===== config.mk =====
export PLATFORM = sky130hd
export DESIGN_NAME = i2s_sample_feeder
export DESIGN_NICKNAME = d
export VERILOG_FILES = /design/src/rtl/i2s_pkg.sv /design/src/rtl/sample_fifo.sv /design/src/rtl/i2s_sample_feeder.sv
export SDC_FILE = /design/constraint.sdc
export NUM_CORES = 1
export LEC_CHECK = 0
export ABC_AREA = 1
export BUFFER_PORTS_ARGS = -buffer_cell sky130_fd_sc_hd__buf_4
export CAP_MARGIN = 20
export CORE_UTILIZATION = 25
export CTS_BUF_LIST = sky130_fd_sc_hd__clkbuf_8
export CTS_CLUSTER_SIZE = 8
export DETAILED_ROUTE_END_ITERATION = 10
export GPL_TIMING_DRIVEN = 0
export PLACE_DENSITY = 0.36
export SKIP_CTS_REPAIR_TIMING = 1
export SYNTH_ARGS = -nofsm -noshare
export SYNTH_HDL_FRONTEND = slang
export SYNTH_SLANG_ARGS = --single-unit

===== constraint.sdc =====
create_clock -name sclk -period 8.11 [get_ports sclk]
set_input_delay 1.622 -clock sclk [delete_from_list [all_inputs] [get_ports sclk]]
set_output_delay 1.622 -clock sclk [all_outputs]
set_load 0.01 [all_outputs]

===== src/rtl/i2s_pkg.sv =====
// Shared I2S definitions: sample/frame widths, stereo frame type and the
// load-time formatter used by the sample feeder.
package i2s_pkg;

  localparam int SAMPLE_W      = 32;
  localparam int FRAME_W       = 2 * SAMPLE_W;
  localparam int DEFAULT_DEPTH = 8;

  typedef struct packed {
    logic [SAMPLE_W-1:0] left;
    logic [SAMPLE_W-1:0] right;
  } frame_t;

  // Sign-extending attenuation of both channels; mute forces silence.
  function automatic frame_t format_frame(input frame_t f, input logic [4:0] shift,
                                          input logic mute);
    frame_t r;
    r.left  = mute ? '0 : $unsigned($signed(f.left) >>> shift);
    r.right = mute ? '0 : $unsigned($signed(f.right) >>> shift);
    return r;
  endfunction

endpackage


===== src/rtl/sample_fifo.sv =====
// Single-clock DEPTH x frame FIFO; pointers carry one extra wrap bit so
// full and empty are distinguishable without a separate counter.
module sample_fifo
  import i2s_pkg::*;
#(
  parameter int DEPTH = DEFAULT_DEPTH
) (
  input  logic                     clk,
  input  logic                     rst,
  input  logic                     push,
  input  frame_t                   push_data,
  input  logic                     pop,
  output frame_t                   head,
  output logic                     full,
  output logic                     empty,
  output logic [$clog2(DEPTH):0]   level
);

  localparam int AW = $clog2(DEPTH);
  localparam int LW = AW + 1;

  frame_t        mem [DEPTH];
  logic [AW:0]   wr_ptr;
  logic [AW:0]   rd_ptr;
  logic          do_push;
  logic          do_pop;

  assign level   = wr_ptr - rd_ptr;
  assign full    = (level == LW'(DEPTH));
  assign empty   = (wr_ptr == rd_ptr);
  assign do_push = push && !full;
  assign do_pop  = pop && !empty;
  assign head    = mem[rd_ptr[AW-1:0]];

  always_ff @(posedge clk) begin
    if (rst) begin
      wr_ptr <= '0;
      rd_ptr <= '0;
    end else begin
      if (do_push) wr_ptr <= wr_ptr + 1'b1;
      if (do_pop)  rd_ptr <= rd_ptr + 1'b1;
    end
  end

  always_ff @(posedge clk) begin
    if (do_push) mem[wr_ptr[AW-1:0]] <= push_data;
  end

endmodule


===== src/rtl/i2s_sample_feeder.sv =====
// Stereo sample buffer ahead of the I2S transmitter: FIFO, pop edge detect,
// formatted presentation register and saturating underrun counter.
module i2s_sample_feeder
  import i2s_pkg::*;
#(
  parameter int DEPTH = DEFAULT_DEPTH,
  parameter int CNT_W = 16
) (
  input  logic                    sclk,
  input  logic                    aclr,
  // Handshake: a frame transfers on a rising edge where in_valid && in_ready.
  input  logic                    in_valid,
  output logic                    in_ready,
  input  logic [SAMPLE_W-1:0]     in_left,
  input  logic [SAMPLE_W-1:0]     in_right,
  input  logic [4:0]              atten,
  input  logic                    mute,
  input  logic                    tx_ready,
  output logic [FRAME_W-1:0]      sample,
  output logic                    sample_ready,
  output logic [$clog2(DEPTH):0]  level,
  output logic [CNT_W-1:0]        underrun_count,
  input  logic                    clear_underrun
);

  logic   tx_ready_q;
  logic   pop_evt;
  logic   push;
  logic   load_head;
  logic   fifo_full;
  logic   fifo_empty;
  frame_t head;
  frame_t sample_q;

  assign in_ready  = !fifo_full;
  assign push      = in_valid && in_ready;
  assign pop_evt   = tx_ready && !tx_ready_q;
  // Load on a pop, or refill an idle presentation register, whenever data exists.
  assign load_head = !fifo_empty && (pop_evt || !sample_ready);
  assign sample    = sample_q;

  sample_fifo #(.DEPTH(DEPTH)) u_fifo (
    .clk       (sclk),
    .rst       (aclr),
    .push      (push),
    .push_data ({in_left, in_right}),
    .pop       (load_head),
    .head      (head),
    .full      (fifo_full),
    .empty     (fifo_empty),
    .level     (level)
  );

  // Resetting to 1 hides a tx_ready still held high out of the transmitter's reset.
  always_ff @(posedge sclk) begin
    if (aclr) tx_ready_q <= 1'b1;
    else      tx_ready_q <= tx_ready;
  end

  always_ff @(posedge sclk) begin
    if (aclr) begin
      sample_q     <= '0;
      sample_ready <= 1'b0;
    end else if (load_head) begin
      sample_q     <= format_frame(head, atten, mute);
      sample_ready <= 1'b1;
    end else if (pop_evt) begin
      sample_q     <= '0;
      sample_ready <= 1'b0;
    end
  end

  always_ff @(posedge sclk) begin
    if (aclr || clear_underrun) begin
      underrun_count <= '0;
    end else if (pop_evt && fifo_empty && (underrun_count != '1)) begin
      underrun_count <= underrun_count + 1'b1;
    end
  end

endmodule


# [After elaboration in Yosys (flattened, before gate mapping)]
# Memory sizes are Yosys's and may differ from the RTL's. A register that Yosys moved wholly into a read port is not among the register bits.
# Cells that the tools add are included.
[totals] ff_bits=90 mem_bits_rw=512 elab_cells=41 n_memories=1
[classes] addsub=4 eq_ne=3 n_shift=2 mux=10 reduce_logical=14
[memory_table] name="u_fifo.mem" words=8 word_bits=64 read_ports=1 rd_ports_with_merged_regs=1 wr=1 line_no="sample_fifo.sv:22" rtl="frame_t mem [DEPTH];"
[ops] op="64-bit 2-to-1 mux" n=2
[ops] op="32-bit 2-to-1 mux" n=2
[ops] op="32-bit by 5-bit >>> shifter with 32-bit output" n=2
[ops] op="16-bit by 1-bit adder with 16-bit output, second input constant" n=1
[ops] op="16-bit != test, second input constant" n=1
[ops] op="4-bit by 1-bit adder with 4-bit output, second input constant" n=2
[ops] op="1-bit logical AND" n=7
[ops] op="3-bit 2-to-1 mux" n=2
[ops] op="4-bit equality test" n=1
[ops] op="4-bit equality test, second input constant" n=1
[ops] op="1-bit logical NOT" n=4
[ops] op="1-bit 2-to-1 mux" n=4
[ops] op="4-bit subtractor" n=1
[ops] op="1-bit logical OR" n=2
[ops] op="2-bit nonzero test" n=1

# [Depth between registers and ports, before layout]
[depth] word_depth=7 mapped_depth=18

# [Modules after synthesis]
# A second synthesis with hierarchy kept.
[hier_totals] cells_unflattened=2794 area_unflattened_um2=26963.4
[by_module_without_submodules] mod="sample_fifo" n_inst=1 cells_each=1614 area_each_um2=20459.6 seq_area_each_um2=15595.0
[by_module_without_submodules] mod="i2s_sample_feeder" n_inst=1 cells_each=1180 area_each_um2=6503.7 seq_area_each_um2=1641.6

# [Worst setup path before layout]
# OpenSTA, ideal clock, no wires.
[synth_timing] kind="input to register" startpoint="input in_valid" endpoint="register u_fifo.wr_ptr[3]" setup_ns=0.089 arrival_time_ns=5.026 setup_slack_ns=2.996 stages=6 n_path_buf=0 cell_sequence="nand2_1 -> nor2_1 -> inv_1 -> nor2_1 -> o21ai_0 -> a21oi_1"
[synth_between] elab_chain_cells=2
[synth_lines] item="start: declaration" line_no="i2s_sample_feeder.sv:12" rtl="input logic in_valid,"
[synth_lines] item="1-bit logical AND" line_no="i2s_sample_feeder.sv:36" rtl="assign push = in_valid && in_ready;"
[synth_lines] item="1-bit logical AND" line_no="sample_fifo.sv:31" rtl="assign do_push = push && !full;"
[synth_lines] item="end signal: assignment" line_no="sample_fifo.sv:40" rtl="if (do_push) wr_ptr <= wr_ptr + 1'b1;"
[synth_lines] item="end: declaration" line_no="sample_fifo.sv:23" rtl="logic [AW:0] wr_ptr;"
# Every way passes these cells.
# A chain may end at the register's enable or synchronous reset.

# [Final worst setup path]
[layout_timing] startpoint="register u_fifo.wr_ptr[0]" endpoint="output in_ready"
[layout_between] elab_chain_cells=3
[layout_lines] item="4-bit subtractor" line_no="sample_fifo.sv:28" rtl="assign level = wr_ptr - rd_ptr;"
[layout_lines] item="4-bit equality test" line_no="sample_fifo.sv:29" rtl="assign full = (level == LW'(DEPTH));"
[layout_lines] item="1-bit logical NOT" line_no="i2s_sample_feeder.sv:35" rtl="assign in_ready = !fifo_full;"
[layout_lines] item="end: declaration" line_no="i2s_sample_feeder.sv:13" rtl="output logic in_ready,"
# Every way passes these cells.

==> run_results.csv <==
group,metric,value,unit
clock_network,cts.reportedPaths.clkPinSlew,0.05,ns
yosys,yosysWarnings,0,
route,drtAntennaViolNets,0,
clock_network,cts_buffers,114,
finish,stdcell_count,5148,
route,drt-initial-drc-count,1790,
route,first_pass_iters,5,
timing,finalWorstPathRequiredPeriod,3.96,ns
die,die_y,340,µm
yosys,synth_flop_cell,"edfxtp_1",
placed_design,gp_congestion,0.884,
yosys,synth_seq_area_share,60.5,%
setup_path,path_class,"reg -> out",
yosys,synth_compound_area_share,2.62,%
yosys,synthArstFlopShare,0,%
finish,fill_cells,12000,
finish,final_cell_mix,"nand2_1, nand3_1, edfxtp_1",
timing,worstMarginPinSlew,1.09,ns
setup_path,rr_startpoint,"u_fifo.wr_ptr[0]",
yosys,synthXorXnorAreaFrac,0.154,%
run,maxCapViolations,0,
setup_path,critPathMaxFanout,3,
clock_network,insertion_delay,0.80,ns
timing,final-setup-viol-count,0,
clock_network,clockRootBuffer,"clkbuf_8",
timing,maxSlewHeadroom,27.1,%
setup_path,crit_start,"u_fifo.wr_ptr[0]",
min_path,holdPathStages,2,
yosys,synthTopCellsByArea,"edfxtp_1, nand2_1, nand3_1, dfxtp_1, inv_1",
yosys,syn_nets,3333,
route,post-route-drc-count,0,
global_routing,antenna_found_initial,9,
yosys,synth_area_per_cell,8.77,µm²
setup_path,crit_path_end,"in_ready",
global_routing,first_global_vias,23100,
global_routing,grt_use_total,19.5,%
yosys,synth_cell_types,33,
timing,fmax,0.253,GHz
outcome,status,"completed",
yosys,synth_top_family_by_area,"simple AND/OR/NAND/NOR gates",
yosys,yosysTopAreaCell,"edfxtp_1",
timing,grt_setup_unrepaired,"false",
yosys,syn_inst,3251,
setup_path,r2r-end,"u_fifo.mem[0][34]",
min_path,min_path_type,"reg -> reg",
timing,hold_violations,0,
yosys,synth_top_area_share,53.9,%
yosys,ys_seq_elements,605,
pwr,p_total,10800,µW
yosys,synth_edf_count,512,
setup_path,worstPathRequired,6.49,ns
timing,clock_skew,0.0418,ns
die,fp.dieW,340,µm
yosys,syn_area,28500,µm²
setup_path,startpoint_type,"flip-flop",
timing,drv_slew,0,
global_routing,grt-ovfl-total,0,
clock_network,h-tree-depth,3,
die,die_area,115000,µm²
pwr,leakage,0.0148,µW
route,vias,23100,
setup_path,ff2ff_path_depth,13,
global_routing,grt_max_degree,23,
pwr,peakVddDrop,126,µV
route,vias_per_cell,4.49,
placed_design,dpl.hpwl,80900,µm
timing,setup_tns,0,ns
clock_network,cts_num_sinks,605,
setup_path,worstPathArrival,2.34,ns
clock_network,cts_tree,"built",
setup_path,worst-r2r-setup-slack,4.45,ns
yosys,synthAdderAreaFrac,0.334,%
clock_network,clock_path_buffers,3,
yosys,synth_mux_area_share,0,%
die,start_util,25.3,%
pwr,power_density,315,nW/µm²
finish,final_common_cell,"nand2_1",
placed_design,dp_cells,4933,
placed_design,numPortBuffers,157,
die,rows,123,
setup_path,crit_path_end_kind,"primary output",
route,post_drt_wl_per_cell,21.9,µm
finish,drive_above_1_share,11.8,%
route,wirelength,113000,µm
global_routing,grt_pass1_wl,163000,µm
die,io_pins,161,
finish,nets,3631,
timing,period_share,48.8,%
yosys,synth-simple-area-share,28.4,%
die,coreArea,113000,µm²
finish,area_growth,20.2,%
[flip-flops by register name, summed over array words and instances (netlist names), named ones only]
| register | flops |
|---|---|
| sample_ready | 1 |
| u_fifo.mem | 512 |
| tx_ready_q | 1 |
| u_fifo.wr_ptr | 4 |
| underrun_count | 16 |
| u_fifo.rd_ptr | 4 |
| sample | 64 |
[critical path: stages (launching register included)]
cell,delay (ns)
dfxtp_1,0.35
inv_1,0.08
ha_1,0.21
fa_1,0.48
inv_1,0.05
nor3_1,0.17
nand2_1,0.10
buf_4,0.15
[where the power goes]
group	switching [µW]	leakage (µW)	internal (µW)
clock	1380	0.00131	1450
sequential	108	0.00540	3710
combinational	3000	0.00805	1140
[stage by stage]
| stage | util, % | instance area, µm² | hold slack (ns) | setup slack, ns |
|---|---|---|---|---|
| floorplan | - | 28500 | 0.443 | 3.00 |
| global placement | 28.0 | 31600 | 0.457 | -1.49 |
| detailed placement | 28.5 | 32100 | 0.457 | 4.10 |
| CTS | 30.4 | 34300 | 0.466 | 4.04 |
| global route | 30.4 | 34300 | 0.484 | 3.94 |
| finish | 30.4 | 34300 | 0.464 | 4.15 |
[cell usage after synthesis, drive strengths merged, types with 4 or more instances]
cell / n
a21oi: 82
nand4: 5
clkbuf: 42
nor2: 147
nand2: 1187
buf: 136
nand3: 598
xnor2: 4
nor3: 8
inv: 361
o21ai: 56
ha: 6
dfxtp: 93
edfxtp: 512
[cells by family after synthesis]
logic type,count (synthesis)
and+or+nand+nor,1948
DFF,605
buffers and inverters,540
AOI/OAI and AO/OA,146
adders and majority gates,7
xor gates and xnor gates,5
[how the worst min path moves through the flow]
stage,startpoint,endpoint,slack (ns)
2_1_floorplan,u_fifo.wr_ptr[3],u_fifo.wr_ptr[3],0.44
3_3_place_gp,sample[11],sample[11],0.46
3_5_place_dp,sample[10],sample[10],0.46
4_1_cts,sample[10],sample[10],0.47
5_1_grt,sample[4],sample[4],0.48
6_report,sample[4],sample[4],0.46
[cell type report]
| cell class | count | area, µm² | share of cell area (%) |
|---|---|---|---|
| Antenna cell | 3 | 7.51 | 0.0219 |
| Tap cell | 1500 | 1880 | 5.48 |
| Inverter | 362 | 1360 | 3.96 |
| Timing Repair Buffer | 182 | 1700 | 4.96 |
| Multi-Input combinational cell | 2106 | 9050 | 26.4 |
| Buffer | 178 | 917 | 2.68 |
| Clock buffer | 123 | 1690 | 4.94 |
| Sequential cell | 605 | 17200 | 50.3 |
| Clock inverter | 89 | 430 | 1.26 |
[metal layers]
layer	vias up	GRT usage [%]	share of wire, %
met5	-	0	0.042
met4	8	4.36	1.8
met3	140	3.14	5.1
met2	612	31.7	46
met1	11100	27.1	47
li1	11200	-	-
Power figures use the tool's default switching activity.
